### src/rtl/ahfp_pkg.sv
// Shared constants and FSM encoding for the single-precision FP divider.
package ahfp_pkg;

    localparam int BIAS  = 127;
    localparam int EXP_W = 8;
    localparam int MAN_W = 23;
    localparam int QBITS = 26;

    localparam logic [EXP_W-1:0] EXP_INF  = 8'hFF;
    localparam logic [MAN_W-1:0] QNAN_MAN = 23'h400000;

    // state     | meaning
    // ST_IDLE   | waiting for start, result held
    // ST_DIVIDE | restoring steps, STEPS_PER_CYCLE per clock
    // ST_ROUND  | normalise, round, special cases; result register loaded
    // ST_DONE   | done pulse for one enabled cycle
    typedef enum logic [1:0] {
        ST_IDLE   = 2'd0,
        ST_DIVIDE = 2'd1,
        ST_ROUND  = 2'd2,
        ST_DONE   = 2'd3
    } state_t;

endpackage

### src/rtl/ahfp_div_step.sv
// One restoring division step: conditional subtract of the divisor, then shift left.
module ahfp_div_step
    import ahfp_pkg::*;
(
    input  logic [MAN_W+1:0] i_rem,
    input  logic [MAN_W:0]   i_div,
    output logic [MAN_W+1:0] o_rem,
    output logic             o_qbit
);

    logic             w_ge;
    logic [MAN_W+1:0] w_diff;
    logic [MAN_W+1:0] w_sel;

    assign w_ge   = (i_rem >= {1'b0, i_div});
    assign w_diff = i_rem - {1'b0, i_div};
    assign w_sel  = w_ge ? w_diff : i_rem;
    // After a restoring step rem < divisor < 2^24, so the shift never loses a bit.
    assign o_rem  = {w_sel[MAN_W:0], 1'b0};
    assign o_qbit = w_ge;

endmodule

### src/rtl/ahfp_div.sv
// Multi-cycle IEEE-754 single-precision divider (result = dataa / datab), start/done handshake.
module ahfp_div #(
    parameter int BIAS            = ahfp_pkg::BIAS,
    parameter int STEPS_PER_CYCLE = 1,
    parameter int QBITS           = ahfp_pkg::QBITS
) (
    input  logic        clk,
    input  logic        reset_n,
    input  logic        clk_en,
    input  logic        start,
    input  logic [31:0] dataa,
    input  logic [31:0] datab,
    output logic        done,
    output logic [31:0] result
);
    import ahfp_pkg::*;

    localparam int S     = STEPS_PER_CYCLE;
    localparam int N_CYC = QBITS / S;
    localparam int CNT_W = $clog2(N_CYC + 1);

    state_t             r_state;
    logic [MAN_W+1:0]   r_rem;
    logic [MAN_W:0]     r_mb;
    logic [QBITS-1:0]   r_q;
    logic [EXP_W-1:0]   r_ea;
    logic [EXP_W-1:0]   r_eb;
    logic               r_zs;
    logic [CNT_W-1:0]   r_cnt;
    logic               r_done;
    logic [31:0]        r_result;

    logic [S:0][MAN_W+1:0] w_rem;
    logic [S-1:0]          w_qbits;

    assign w_rem[0] = r_rem;

    // First step in the chain produces the more significant quotient bit.
    for (genvar g = 0; g < S; g++) begin : g_step
        ahfp_div_step u_step (
            .i_rem  (w_rem[g]),
            .i_div  (r_mb),
            .o_rem  (w_rem[g+1]),
            .o_qbit (w_qbits[S-1-g])
        );
    end

    logic               w_int;
    logic [MAN_W-1:0]   w_mant;
    logic               w_rbit;
    logic signed [9:0]  w_exp_norm;
    logic [MAN_W:0]     w_mant_rnd;
    logic signed [9:0]  w_exp_fin;
    logic [MAN_W-1:0]   w_man_fin;
    logic [31:0]        w_res;

    assign w_int  = r_q[QBITS-1];
    assign w_mant = w_int ? r_q[QBITS-2:2] : r_q[QBITS-3:1];
    assign w_rbit = w_int ? r_q[1] : r_q[0];

    // Exponent kept in 10-bit two's complement so over/underflow is visible.
    assign w_exp_norm = {2'b00, r_ea} - {2'b00, r_eb} + 10'(BIAS) - {9'd0, ~w_int};
    assign w_mant_rnd = {1'b0, w_mant} + {{MAN_W{1'b0}}, w_rbit};
    assign w_exp_fin  = w_exp_norm + {9'd0, w_mant_rnd[MAN_W]};
    assign w_man_fin  = w_mant_rnd[MAN_W] ? '0 : w_mant_rnd[MAN_W-1:0];

    always_comb begin
        w_res = {r_zs, w_exp_fin[EXP_W-1:0], w_man_fin};
        if (r_ea == '0 && r_eb == '0) begin
            w_res = {r_zs, EXP_INF, QNAN_MAN};
        end else if (r_eb == '0) begin
            w_res = {r_zs, EXP_INF, {MAN_W{1'b0}}};
        end else if (r_ea == '0) begin
            w_res = {r_zs, 31'h0};
        end else if (w_exp_fin >= 10'sd255) begin
            w_res = {r_zs, EXP_INF, {MAN_W{1'b0}}};
        end else if (w_exp_fin <= 10'sd0) begin
            w_res = {r_zs, 31'h0};
        end
    end

    always_ff @(posedge clk or negedge reset_n) begin
        if (!reset_n) begin
            r_state  <= ST_IDLE;
            r_rem    <= '0;
            r_mb     <= '0;
            r_q      <= '0;
            r_ea     <= '0;
            r_eb     <= '0;
            r_zs     <= 1'b0;
            r_cnt    <= '0;
            r_done   <= 1'b0;
            r_result <= '0;
        end else if (clk_en) begin
            r_done <= 1'b0;
            case (r_state)
                ST_IDLE: begin
                    if (start) begin
                        r_rem   <= {2'b01, dataa[MAN_W-1:0]};
                        r_mb    <= {1'b1, datab[MAN_W-1:0]};
                        r_ea    <= dataa[30:23];
                        r_eb    <= datab[30:23];
                        r_zs    <= dataa[31] ^ datab[31];
                        r_q     <= '0;
                        r_cnt   <= CNT_W'(N_CYC - 1);
                        r_state <= ST_DIVIDE;
                    end
                end
                ST_DIVIDE: begin
                    r_rem <= w_rem[S];
                    r_q   <= {r_q[QBITS-1-S:0], w_qbits};
                    if (r_cnt == '0) begin
                        r_state <= ST_ROUND;
                    end else begin
                        r_cnt <= r_cnt - 1'b1;
                    end
                end
                ST_ROUND: begin
                    r_result <= w_res;
                    r_done   <= 1'b1;
                    r_state  <= ST_DONE;
                end
                default: begin
                    r_state <= ST_IDLE;
                end
            endcase
        end
    end

    assign done   = r_done;
    assign result = r_result;

endmodule

### config.mk
export PLATFORM = sky130hd
export DESIGN_NAME = ahfp_div
export DESIGN_NICKNAME = d
export VERILOG_FILES = /design/src/rtl/ahfp_pkg.sv /design/src/rtl/ahfp_div_step.sv /design/src/rtl/ahfp_div.sv
export SDC_FILE = /design/constraint.sdc
export NUM_CORES = 1
export LEC_CHECK = 0
export CELL_PAD_IN_SITES_DETAIL_PLACEMENT = 0
export CELL_PAD_IN_SITES_GLOBAL_PLACEMENT = 1
export CORE_ASPECT_RATIO = 1.4
export CORE_MARGIN = 5
export CORE_UTILIZATION = 47
export CTS_CLUSTER_SIZE = 16
export DETAILED_ROUTE_END_ITERATION = 10
export GPL_TIMING_DRIVEN = 1
export PLACE_DENSITY_LB_ADDON = 0.3
export SLEW_MARGIN = 20
export SYNTH_ARGS = -nofsm -noshare
export SYNTH_HDL_FRONTEND = slang
export SYNTH_SLANG_ARGS = --single-unit
### constraint.sdc
create_clock -name clk -period 10.41 [get_ports clk]
set_input_delay 2.082 -clock clk [delete_from_list [all_inputs] [get_ports clk]]
set_output_delay 2.082 -clock clk [all_outputs]
set_load 0.03 [all_outputs]
==> impl_metrics.tcl, run 1 <==
set metrics [dict create \
    worst_pin_slew_ns 0.950 \
    fin_skew_ns 0.00930 \
    finalWirelength_um 19800 \
    coreArea_um2 17900 \
    critPathArrivalTime_ns 5.92 \
    period_share_pct 53.9 \
    clk_path_buf_depth 2 \
    overflow 0 \
    maxCapViolCount 0 \
    cts_max_level 4 \
    nNetsFinal 1117 \
    worst-path-buf-inv 2 \
    drc 0 \
    cp_max_fo 52 \
    synth.area.top_cells "dfrtp_1 (39%), ha_1 (6.8%), mux2_2 (5.8%)" \
    critPathTopFamily "compound AO/OA/AOI/OAI gates" \
    placed_cell_area_um2 9650 \
    switching_share_pct 45.6 \
    fin_crit_ns 5.61 \
    fillCellCount 1670 \
    yosysWarnings 0 \
    power_leakage_nw 4.59 \
    cts_buffers 17 \
    outcome "complete, no violations" \
    hold_viol 0 \
    cts.sinks 132 \
    final_max_slew_viol_count 0 \
    die_area_um2 20900 \
    setup_viol 0 \
    die_h_um 169 \
    insertion_delay_ns 0.43 \
    postCtsHoldBufs 0 \
    synth_cell_types 68 \
    grt_pass1_wl_um 33200 \
    clock.fmax_ghz 0.178 \
    max_stage_delay_ns 0.76 \
    synthArstFlopShare_pct 100 \
    synth_ff_type "dfrtp_1" \
    yosys_register_bits 132 \
    synth_fp_nets 1039 \
    seq_area_frac_synth_pct 39.0 \
    design_area_um2 10300 \
    hold_path_class "reg -> reg" \
    synth_edf_count 0 \
    top_level_ports 101 \
    dr.first_iter.drc_count 310 \
    die_w_um 123 \
    p_per_area_nw_per_um2 395 \
    preCtsSetupSlack_ns 4.40 \
    cts_tree "yes" \
    io_buffers 100 \
    drive_gt1_share_pct 9.50 \
    std_cell_rows 58 \
    viasPerCell 5.58 \
    required_ns 10.72 \
    fin_ws_ns 4.80 \
    synth_top_area_share_pct 39.0 \
    layout_common_cells "dfrtp_1 (131), nand2_1 (108), clkdlybuf4s50_1 (99)" \
    start_util_pct 47.5 \
    combPwrFrac_pct 63.3 \
    end_kind "register" \
    num_vias 6980 \
    switching_power_mw 1.86 \
    antenna_found_initial 0 \
    internal_power_mw 2.22 \
    syn_area_um2 8470 \
    crit_chain "buf_4 > nand2_1 > a2111oi_2 > and4_1 > nand3_1 > nor3b_1 > fa_1 > ha_1 > fa_1 > a21o_1 > a21oi_1 > o21ai_0 > o21ai_0 > xor2_1 > o41ai_1 > nor4b_4 > buf_6 > a22o_1" \
    rsz0062_at_grt "false" \
    timing.rr.start "r_q[25]" \
    grt_usage_pct 19.8 \
    ant_nets 0 \
    cts_resized 0 \
    dp_hpwl_um 14300 \
    synth_cells 921 \
    avgRoutedWirePerCell_um 15.8 \
    path_clk_slew_ns 0.06 \
    area_growth_pct 21.9 \
    slowest_stage "o41ai_1" \
    hold_start "r_mb[23]" \
    drt-pass1-iter-count 4 \
    synth_largest_area_cell "dfrtp_1" \
    p_seq_share_pct 19.8 \
    grt_pass1_vias 6986 \
    startpoint "r_q[25]" \
    cts_root_buf "clkbuf_16" \
    cp-start-kind "register" \
    clkPwrFrac_pct 16.9 \
    n_antenna_cell 0 \
    tns_ns 0 \
    relSlewSlack_pct 36.6 \
    final_common_cell "dfrtp_1" \
    ir_drop_uv 237 \
    critPathKind "reg -> reg" \
    grt_max_degree 75 \
    postCtsSetupBuffers 0 \
    synth_area_per_cell_um2 9.20 \
    gp_congestion 0.881 \
]
-- worst register-to-register path, delay by kind of cell, from the launching register on --
kind            cells  cell delay (ns)
compound gates      7             2.06
xor+xnor            1             0.19
simple gates        5             1.53
fa+ha+maj           3             0.66
buf+inv             2             0.66
flops               1             0.39
-- power by group through the flow --
stage               registers, mW  logic, mW  clock network (mW)
finish                      0.807       2.58               0.689
floorplan                   0.821       1.96                   0
CTS                         0.808       2.58               0.702
global route                0.831       2.88               0.723
global placement            0.812       2.51                   0
detailed placement          0.817       2.52                   0
-- layout make-up --
class                      instances  area, um2  area share [%]
inverter                          60        225            2.18
tap                              240        300            2.91
multi-input combinational        681       4770            46.2
timing repair buffer             107       1060            10.2
clock buffer                      19        443            4.29
clock inverter                    12        228            2.20
sequential                       132       3300            32.0
-- cell usage after synthesis (14+ instances only) --
library cell / n
nand3_1: 72
a22o_1: 23
nor3_1: 14
a22oi_1: 16
nand2_1: 108
xor2_1: 30
clkbuf_1: 32
dfrtp_1: 132
o21ai_0: 53
ha_1: 46
mux2i_1: 22
xnor2_1: 30
a21oi_1: 47
mux2_2: 44
nor2_1: 32
inv_1: 60
-- flip-flops by register name, summed over array words and instances (netlist names) --
signal and cells:
done 1, r_cnt 5, r_ea 8, r_eb 8, r_mb 24, r_q 26
r_rem 25, r_state 2, r_zs 1, result 32
-- metal layers --
layer,part of all wire [%],track usage [%],vias to the layer above
li1,-,-,3457
met4,3.4,8.87,0
met3,4.1,3.74,53
met2,51,34.4,157
met1,41,23.5,3313
met5,0,0,-
-- worst paths after layout --
kind	endpoint	slack [ns]	depth (start not counted)
setup / recovery	result[0]	4.80	18
setup reg to reg	result[0]	4.80	18
max in group asynchronous	r_q[25]	7.45	2
hold / removal	r_mb[23]	0.45	2
min in group asynchronous	r_mb[4]	1.67	1
hold reg to reg	r_mb[23]	0.45	2
-- cell families (layout without fill, tap and decap cells) --
| group | Yosys count | after routing | synth area share, % |
|---|---|---|---|
| simple gates | 296 | 296 | 17.2 |
| compound gates | 209 | 209 | 16.5 |
| buf+inv | 108 | 198 | 5.01 |
| mux | 66 | 66 | 8.45 |
| flops | 132 | 132 | 39.0 |
| xor+xnor | 60 | 60 | 6.20 |
| fa+ha+maj | 50 | 50 | 7.74 |
-- stage by stage --
step	hold slack (ns)	total power, mW	std cells	utilization (%)
final	0.453	4.08	1251	57.9
after global routing	0.483	4.44	1251	57.9
after CTS	0.453	4.09	1250	57.8
after detailed placement	0.439	3.34	1219	54.0
after global placement	0.433	3.33	1219	54.0
after floorplan	0.418	2.78	921	-
No activity file was read; power rests on OpenSTA's default activity.
==> run 2: changes to the inputs <==
CORE_UTILIZATION = 44   (was 47)
clock period = 5.85 ns   (was 10.41 ns; I/O delays follow)
==> run 2 against run 1 <==
  * Largest power group unchanged
  * Global-route usage decreased by 0.47 points
  * Utilization fell by 3.7 points
  * Clock skew fell by 0.00087 ns
  * Cell count rose by 1.0%
  * Largest cell class unchanged
  * Cell area about the same
==> impl_metrics.tcl, run 2 (synthesis results as in run 1) <==
set metrics [dict create \
    outcome "complete, no violations" \
    path_clk_slew_ns 0.06 \
    crit_chain "mux2_2 > ha_1 > nand2_1 > a2111oi_2 > and4_1 > nand3_1 > nor3b_1 > buf_4 > fa_1 > ha_1 > fa_1 > a21o_1 > a21oi_1 > o21ai_0 > o21ai_0 > xor2_1 > a41oi_1 > nor4b_4 > buf_6 > a22o_1" \
    top_level_ports 101 \
    nNetsFinal 1122 \
    drt-pass1-iter-count 4 \
    rsz0062_at_grt "false" \
    worst-path-buf-inv 2 \
    slowest_stage "dfrtp_2" \
    cts_tree "yes" \
    critPathKind "reg -> reg" \
    insertion_delay_ns 0.43 \
    layout_common_cells "dfrtp_1 (131), nand2_1 (107), clkdlybuf4s50_1 (99)" \
    die_w_um 127 \
    endpoint "result[0]" \
    n_antenna_cell 0 \
    timing.hold.ws_ns 0.447 \
    grt_pass1_vias 7140 \
    cts_buffers 17 \
    finalWirelength_um 20400 \
    postCtsHoldBufs 0 \
    die_area_um2 22200 \
    cts.sinks 132 \
    p_per_area_nw_per_um2 699 \
    hold_viol 0 \
    relSlewSlack_pct 36.7 \
    worst_r2r_endpoint "result[0]" \
    maxCapViolCount 0 \
    clk_path_buf_depth 2 \
    grt_max_degree 101 \
    num_vias 6923 \
    final_max_slew_viol_count 0 \
    largest_reg_flops 32 \
    end_kind "register" \
    cts_root_buf "clkbuf_16" \
    clock.fmax_ghz 0.196 \
    io_buffers 100 \
    drive_gt1_share_pct 10.0 \
    cp-start-kind "register" \
    tns_ns 0 \
    dr.first_iter.drc_count 367 \
    r2r_cells 20 \
    drc 0 \
    ir_drop_uv 524 \
    antenna_found_initial 0 \
    timing.rr.start "r_q[25]" \
    period_share_pct 87.2 \
    hold_path_class "reg -> reg" \
    grt_pass1_wl_um 35000 \
    start_util_pct 44.4 \
    fillCellCount 1792 \
    fin_crit_ns 5.10 \
    area_growth_pct 21.8 \
    power_leakage_nw 4.58 \
    startpoint "r_q[25]" \
    critPathArrivalTime_ns 5.46 \
    overflow 0 \
    regToRegSetupSlack_ns 0.75 \
    final_common_cell "dfrtp_1" \
    viasPerCell 5.48 \
    path_depth 20 \
    die_h_um 174 \
    cts_resized 0 \
    gp_congestion 0.937 \
    worst_pin_slew_ns 0.947 \
    avgRoutedWirePerCell_um 16.1 \
    postCtsSetupBuffers 0 \
    max_stage_delay_ns 0.52 \
    required_ns 6.21 \
    cp_max_fo 16 \
    grt_usage_pct 19.4 \
    coreArea_um2 19100 \
    ant_nets 0 \
    fin_skew_ns 0.00843 \
    critPathTopFamily "compound AO/OA/AOI/OAI gates" \
    dp_hpwl_um 14700 \
    cts_max_level 4 \
    std_cell_rows 60 \
    setup_viol 0 \
]
run 2: cell count changes in the layout (fill, tap and decap cells not counted), sizes merged:
cell	before	now
bufinv	6	4
clkbuf	19	18
clkinvlp	1	5
buf	8	13
inv	61	60
run 2: layer usage:
metal | vias to the layer above | part of all wire [%] | track usage (%) | wire (um)
li1 | 3458 | - | - | -
met1 | 3295 | 42 | 22.9 | 8500
met2 | 140 | 52 | 34.8 | 10700
met3 | 30 | 3.7 | 3.60 | 761
met4 | 0 | 2.1 | 6.57 | 432
met5 | - | 0 | 0 | 0
run 2: through the flow:
| step | power [mW] | std cells | utilization, % | setup slack (ns) | instance area, um2 |
|---|---|---|---|---|---|
| floorplan | 4.94 | 921 | - | 0.0794 | 8470 |
| global placement | 6.01 | 1232 | 50.8 | 0.463 | 9700 |
| detailed placement | 6.04 | 1232 | 50.8 | 0.390 | 9700 |
| CTS | 7.23 | 1263 | 54.1 | 0.332 | 10300 |
| global route | 7.90 | 1264 | 54.1 | 0.334 | 10300 |
| finish | 7.22 | 1264 | 54.1 | 0.751 | 10300 |
run 2: where the power goes:
group,switching (mW),internal [mW]
combinational,2.68,1.98
sequential,0.216,1.21
clock,0.417,0.709
run 2: worst min path at each step:
| stage | startpoint | endpoint | slack [ns] | cells after the start |
|---|---|---|---|---|
| floorplan | r_mb[23] | r_mb[23] | 0.42 | 2 |
| detailed placement | r_mb[23] | r_mb[23] | 0.44 | 2 |
| global route | r_mb[23] | r_mb[23] | 0.48 | 2 |
| finish | r_mb[23] | r_mb[23] | 0.45 | 2 |
| global placement | r_mb[23] | r_mb[23] | 0.43 | 2 |
| CTS | r_mb[23] | r_mb[23] | 0.45 | 2 |
run 2: area by class of cell:
class / count / area (um2) / share of cell area, %
Multi-Input combinational cell: 681 / 4770 / 46.2
Tap cell: 248 / 310 / 3.01
Inverter: 60 / 225 / 2.18
Sequential cell: 132 / 3300 / 32.0
Clock buffer: 18 / 429 / 4.16
Clock inverter: 13 / 185 / 1.79
Timing Repair Buffer: 112 / 1100 / 10.6
run 2: worst register-to-register path, delay by kind of cell, from the launching register on:
family | cells | cell delay, ns
AO/OA/AOI/OAI | 7 | 1.29
XOR/XNOR | 1 | 0.14
adder cells (fa/ha/maj) | 4 | 1.22
buffers and inverters | 2 | 0.39
flip-flops | 1 | 0.52
multiplexers | 1 | 0.38
AND/OR/NAND/NOR | 5 | 1.09
==> run 3: changes to the inputs <==
CTS_CLUSTER_SIZE = 8   (was 16)
==> results of run 3 <==
Same layout as run 2: the final DEF is identical, and so are final timing and power.
